File: src/rtl/inst_issuer.sv
// inst_issuer: buffers host-loaded instruction words in a circular FIFO and issues them
// one at a time to a downstream controller, holding the security level for the program.
module inst_issuer #(
   parameter int INST_WIDTH = 27,
   parameter int DEPTH      = 16
) (
   input  logic                     clk,
   input  logic                     rst,
   input  logic [INST_WIDTH-1:0]    wr_inst,
   input  logic                     wr_last,
   input  logic                     wr_valid,
   output logic                     wr_ready,
   input  logic                     start,
   input  logic [1:0]               level_in,
   input  logic                     ctrl_busy,
   output logic [INST_WIDTH-1:0]    inst,
   output logic                     inst_valid,
   output logic [1:0]               level,
   output logic                     prog_done,
   output logic [$clog2(DEPTH):0]   count,
   output logic                     overflow
);
   localparam int AW = $clog2(DEPTH);
   localparam logic [AW:0] FULL = (AW+1)'(DEPTH);
   localparam logic [2:0] IDLE = 3'd0, ISSUE = 3'd1, GUARD = 3'd2, WAIT = 3'd3, DONE = 3'd4;

   logic [INST_WIDTH:0] mem [DEPTH];
   logic [AW-1:0]       wptr, rptr;
   logic [2:0]          state;
   logic                last;
   logic                push, pop;

   assign wr_ready = count != FULL;
   assign push     = wr_valid && wr_ready;
   assign pop      = state == ISSUE && count != '0 && !ctrl_busy;

   always_ff @(posedge clk)
      if (push) mem[wptr] <= {wr_last, wr_inst};

   always_ff @(posedge clk) begin
      if (rst) begin
         state      <= IDLE;
         wptr       <= '0;
         rptr       <= '0;
         count      <= '0;
         inst       <= '0;
         inst_valid <= 1'b0;
         level      <= '0;
         prog_done  <= 1'b0;
         overflow   <= 1'b0;
         last       <= 1'b0;
      end else begin
         if (push) wptr <= wptr + 1'b1;
         if (pop) rptr <= rptr + 1'b1;
         if (pop) {last, inst} <= mem[rptr];
         count      <= count + (AW+1)'(push) - (AW+1)'(pop);
         overflow   <= overflow | (wr_valid & ~wr_ready);
         inst_valid <= pop;
         // prog_done is high exactly while the FSM sits in DONE
         prog_done  <= state == WAIT && !ctrl_busy && last;
         case (state)
            IDLE: if (start) begin
               level <= level_in;
               state <= ISSUE;
            end
            ISSUE:   if (pop) state <= GUARD;
            GUARD:   state <= WAIT;
            WAIT:    if (!ctrl_busy) state <= last ? DONE : ISSUE;
            DONE:    state <= IDLE;
            default: state <= IDLE;
         endcase
      end
   end
endmodule

File: config.mk
export PLATFORM = sky130hd
export DESIGN_NAME = inst_issuer
export DESIGN_NICKNAME = d
export VERILOG_FILES = /design/src/rtl/inst_issuer.sv
export SDC_FILE = /design/constraint.sdc
export NUM_CORES = 1
export LEC_CHECK = 0
export ABC_CLOCK_PERIOD_IN_PS = 4000
export BUFFER_PORTS_ARGS = -buffer_cell sky130_fd_sc_hd__clkbuf_2
export CAP_MARGIN = 5
export CORE_MARGIN = 5
export CORE_UTILIZATION = 55
export CTS_BUF_LIST = sky130_fd_sc_hd__clkbuf_4
export DETAILED_ROUTE_END_ITERATION = 16
export PLACE_DENSITY_LB_ADDON = 0.2
export RECOVER_POWER = 100
export SLEW_MARGIN = 20
export SYNTH_ARGS = -nofsm -noshare
export SYNTH_HDL_FRONTEND = slang
export SYNTH_SLANG_ARGS = --single-unit
File: constraint.sdc
create_clock -name clk -period 4 [get_ports clk]
set_input_delay 0.4 -clock clk [delete_from_list [all_inputs] [get_ports clk]]
set_output_delay 0.4 -clock clk [all_outputs]
set_load 0.05 [all_outputs]
==> metrics.log <==
[metrics] remaining design rule violation count: 0
[metrics] failing checks: capacitance limit, slew limit
[metrics] Final setup violation count: 0
[metrics] row cnt: 68
[metrics] CTS H-tree depth: 3
[metrics] detailed placement HPWL: 20510 um
[metrics] Detail Route Antenna Nets: 0
[metrics] tightest slew margin relative to the limit: -0.03768
[metrics] maximum vdd ir drop: 316.2 uV
[metrics] Final Max Tran Viols: 22
[metrics] final hold violation count: 0
[metrics] pin count of the biggest net entering global routing: 69
[metrics] via count of the first global-routing pass: 9940
[metrics] worst-case register-to-register setup slack: 0.62 ns
[metrics] clock period minus final worst setup slack: 3.380 ns
[metrics] clk_lat worst skew: 0.79 ns
[metrics] maximum single-stage delay on the critical path: 1.08 ns
[metrics] Die Span X: 195.8 um
[metrics] boundary pin count: 73
[metrics] DR pass1 iterations: 7
[metrics] number of enable-type register cells in the synthesized netlist: 448
[metrics] total of cells resized after clock tree synthesis: 0
[metrics] clk root buf: sky130_fd_sc_hd__clkbuf_4
[metrics] CP Max Fanout: 19
[metrics] list of cells traversed by the critical path: inv_1 -> ha_1 -> nand4bb_1 -> nand3_1 -> nor2_1 -> clkbuf_2
[metrics] fraction of final layout cells sized beyond drive strength 1: 0.3117
[metrics] cell family with the largest share of critical-path delay: simple AND/OR/NAND/NOR gates
[metrics] depth of the worst register-to-register path: 6
[metrics] Most used DFF post-synth: sky130_fd_sc_hd__edfxtp_1
[metrics] worst flop-to-flop path startpoint: count[2]
[metrics] unique cell type count in the Yosys netlist: 45
[metrics] total placed instance area: 0.02005 mm^2
[metrics] number of buffers inserted to repair setup after CTS: 0
[metrics] endpoint of the lowest-slack register-to-register path: mem[11][4]
[metrics] placeable core region: 0.03429 mm^2
[metrics] crit path kind: register to register
[metrics] mean number of vias per cell: 5.700
[metrics] Area growth, synth to finish: 14.44%
[metrics] number of antenna violations at the first check in global routing: 1
[metrics] CTS Buffer Depth: 3
[metrics] worst slack on hold paths: 0.1336 ns
[metrics] CP max-delay cell: sky130_fd_sc_hd__nor2_1
[metrics] Initial DRC Count: 736
[metrics] cell count after synthesis: 893
[metrics] grt total ovfl: 0
[metrics] starting utilization of the core area: 0.5536
[metrics] pwr/cell area: 527.9 mW/mm^2
[metrics] required time of the critical path: 4.38 ns
[metrics] average wire per standard cell: 23.34 um
[metrics] global-route usage over all layers: 0.2069
[metrics] final RePlAce weighted congestion: 0.7350
[metrics] number of hold-repair buffers added at the cts stage: 30
[metrics] arrival time at the worst endpoint: 3.76 ns
[metrics] filler instances: 2496
[metrics] worst slew pin tran: 1.555 ns
[metrics] flops & latches, synth: 497
[metrics] TritonCTS clock tree: done
[metrics] Non-Filler Cell Area, Final: 0.02172 mm^2
[metrics] total die area: 0.03833 mm^2
[metrics] post-synthesis instance area: 0.01898 mm^2
[metrics] RSZ-0062 raised after global routing: no
[metrics] Inserted Clock Buffers: 120
[metrics] yosys synthesis warning count: 0
[metrics] number of max-capacitance violations reported: 1
[metrics] Async SR Flop Fraction: 0
[metrics] Avg Synthesized Cell Area: 21.26 um^2
[metrics] net count of the finished layout: 1142
[metrics] sequential cell area fraction in the yosys report: 0.7604
[metrics] count of input and output buffers: 72
[metrics] Total Neg Setup Slack: 0 ns
[metrics] Register Area: 0.01445 mm^2
[metrics] classification of the worst-slack hold path: input pin to register
[metrics] worst hold path stage count: 2
[metrics] first-pass GRT wire length: 59900 um
[metrics] Total Wirelength: 38790 um
[metrics] status: finished with violations
[metrics] area of the multi-input gates: 0.004247 mm^2
[metrics] number of buffers and inverters on the critical path: 2
[metrics] Clock Sinks: 497
[metrics] crit path launch type: register
[metrics] Via Count: 9473
[metrics] Die Y-Extent: 195.8 um
[metrics] clock transition time at the flip-flop clock pins of the worst setup and hold paths: 0.06 ns
[metrics] leakage power total: 6.941 nW
[metrics] element type at the critical path end: register
[metrics] final setup skew: 0.03680 ns
[metrics] Fmax achieved: 295.9 MHz
[metrics] Worst Hold Endpoint: count[1]
[metrics] Synthesized Nets: 940
[metrics] fraction of the cycle the final worst path needs: 0.8449
[metrics] min-delay src: rst
[layout make-up]
type                       instances  share of cell area
tap                              455             0.02621
inverter                          11            0.001901
clock buffer                     175             0.06048
multi-input combinational        336              0.1955
timing repair buffer             129             0.03790
sequential                       497              0.6650
antenna                            4           0.0004608
clock inverter                    55             0.01256
[how the worst max path moves through the flow]
stage	start	end	cells past startpoint
6_report	count[2]	mem[11][4]	6
5_1_grt	count[3]	mem[11][4]	6
4_1_cts	count[3]	count[4]	13
3_5_place_dp	count[2]	count[4]	13
3_3_place_gp	count[3]	count[4]	13
2_1_floorplan	count[2]	mem[12][0]	7
[sequential cells by signal, summed over array words and instances (netlist names)]
register,count
last,1
prog_done,1
rptr,4
level,2
mem,448
inst_valid,1
state,3
overflow,1
count,5
wptr,4
inst,27
[report_power, final]
group          internal [mW]  switching [mW]  total [mW]
registers               5.89           0.131        6.02
logic                  0.526           0.827        1.35
clock network           2.15            1.94        4.09
[Yosys cell counts (9+ instances only)]
cell type / count / area share
sky130_fd_sc_hd__nor2_1: 52 / 0.010
sky130_fd_sc_hd__ha_1: 11 / 0.0073
sky130_fd_sc_hd__mux2i_1: 27 / 0.014
sky130_fd_sc_hd__mux2_2: 26 / 0.015
sky130_fd_sc_hd__mux4_2: 112 / 0.13
sky130_fd_sc_hd__a21oi_1: 13 / 0.0034
sky130_fd_sc_hd__inv_1: 11 / 0.0022
sky130_fd_sc_hd__dfxtp_1: 49 / 0.052
sky130_fd_sc_hd__nor3_1: 9 / 0.0024
sky130_fd_sc_hd__a221o_1: 18 / 0.0095
sky130_fd_sc_hd__nand2_1: 12 / 0.0024
sky130_fd_sc_hd__buf_2: 19 / 0.0050
sky130_fd_sc_hd__edfxtp_1: 448 / 0.71
sky130_fd_sc_hd__nand2b_1: 11 / 0.0036
sky130_fd_sc_hd__clkbuf_1: 15 / 0.0030
[per-stage QoR]
step	power [mW]	worst slack, ns	utilization	instances
final	11.47	0.6204	0.6335	1662
after CTS	11.65	0.9516	0.6398	1658
after detailed placement	7.518	0.9712	0.5848	1398
after floorplan	7.101	0.3078	-	893
after global routing	12.03	0.3760	0.6335	1662
after global placement	7.495	0.9859	0.5848	1398
[routing by layer]
metal,up-vias,routed length [um],global-route usage,share of wire
met2,305,18920,0.3247,0.49
li1,4195,-,-,-
met4,0,547,0.06543,0.014
met1,4927,16690,0.2961,0.43
met5,-,0,0,0
met3,46,2634,0.04551,0.068
[kinds of logic after synthesis]
group,after synthesis,synth area share
flip-flops,497,0.7604
multiplexers,165,0.1625
AND/OR/NAND/NOR,106,0.02762
buffers and inverters,60,0.01753
AO/OA/AOI/OAI,47,0.02083
adder cells (fa/ha/maj),12,0.008305
XOR/XNOR,6,0.002769
[placed cells by master, fill, tap and decap left out, types with 4 or more instances in the layout]
master | synthesis | layout
sky130_fd_sc_hd__a21oi_1 | 13 | 13
sky130_fd_sc_hd__a221o_1 | 18 | 18
sky130_fd_sc_hd__a221o_2 | 7 | 7
sky130_fd_sc_hd__buf_12 | 0 | 6
sky130_fd_sc_hd__buf_4 | 4 | 10
sky130_fd_sc_hd__clkbuf_1 | 15 | 70
sky130_fd_sc_hd__clkbuf_2 | 0 | 13
sky130_fd_sc_hd__clkbuf_4 | 0 | 175
sky130_fd_sc_hd__clkinv_1 | 0 | 41
sky130_fd_sc_hd__clkinv_2 | 0 | 8
sky130_fd_sc_hd__dfxtp_1 | 49 | 46
sky130_fd_sc_hd__diode_2 | 0 | 4
sky130_fd_sc_hd__dlygate4sd3_1 | 0 | 30
sky130_fd_sc_hd__edfxtp_1 | 448 | 448
sky130_fd_sc_hd__ha_1 | 11 | 11
sky130_fd_sc_hd__inv_1 | 11 | 11
sky130_fd_sc_hd__mux2_2 | 26 | 26
sky130_fd_sc_hd__mux2i_1 | 27 | 27
sky130_fd_sc_hd__mux4_2 | 112 | 112
sky130_fd_sc_hd__nand2_1 | 12 | 12
sky130_fd_sc_hd__nand2b_1 | 11 | 11
sky130_fd_sc_hd__nor2_1 | 52 | 49
sky130_fd_sc_hd__nor2b_1 | 4 | 4
sky130_fd_sc_hd__nor3_1 | 9 | 7
[worst reg2reg max path, cell delays in order, from the launching register on]
cell                        delay [ns]
sky130_fd_sc_hd__dfxtp_1          0.36
sky130_fd_sc_hd__inv_1            0.07
sky130_fd_sc_hd__ha_1             0.22
sky130_fd_sc_hd__nand4bb_1        0.23
sky130_fd_sc_hd__nand3_1          0.29
sky130_fd_sc_hd__nor2_1           1.08
sky130_fd_sc_hd__clkbuf_2         0.76
No activity file was read; power rests on OpenSTA's default activity.
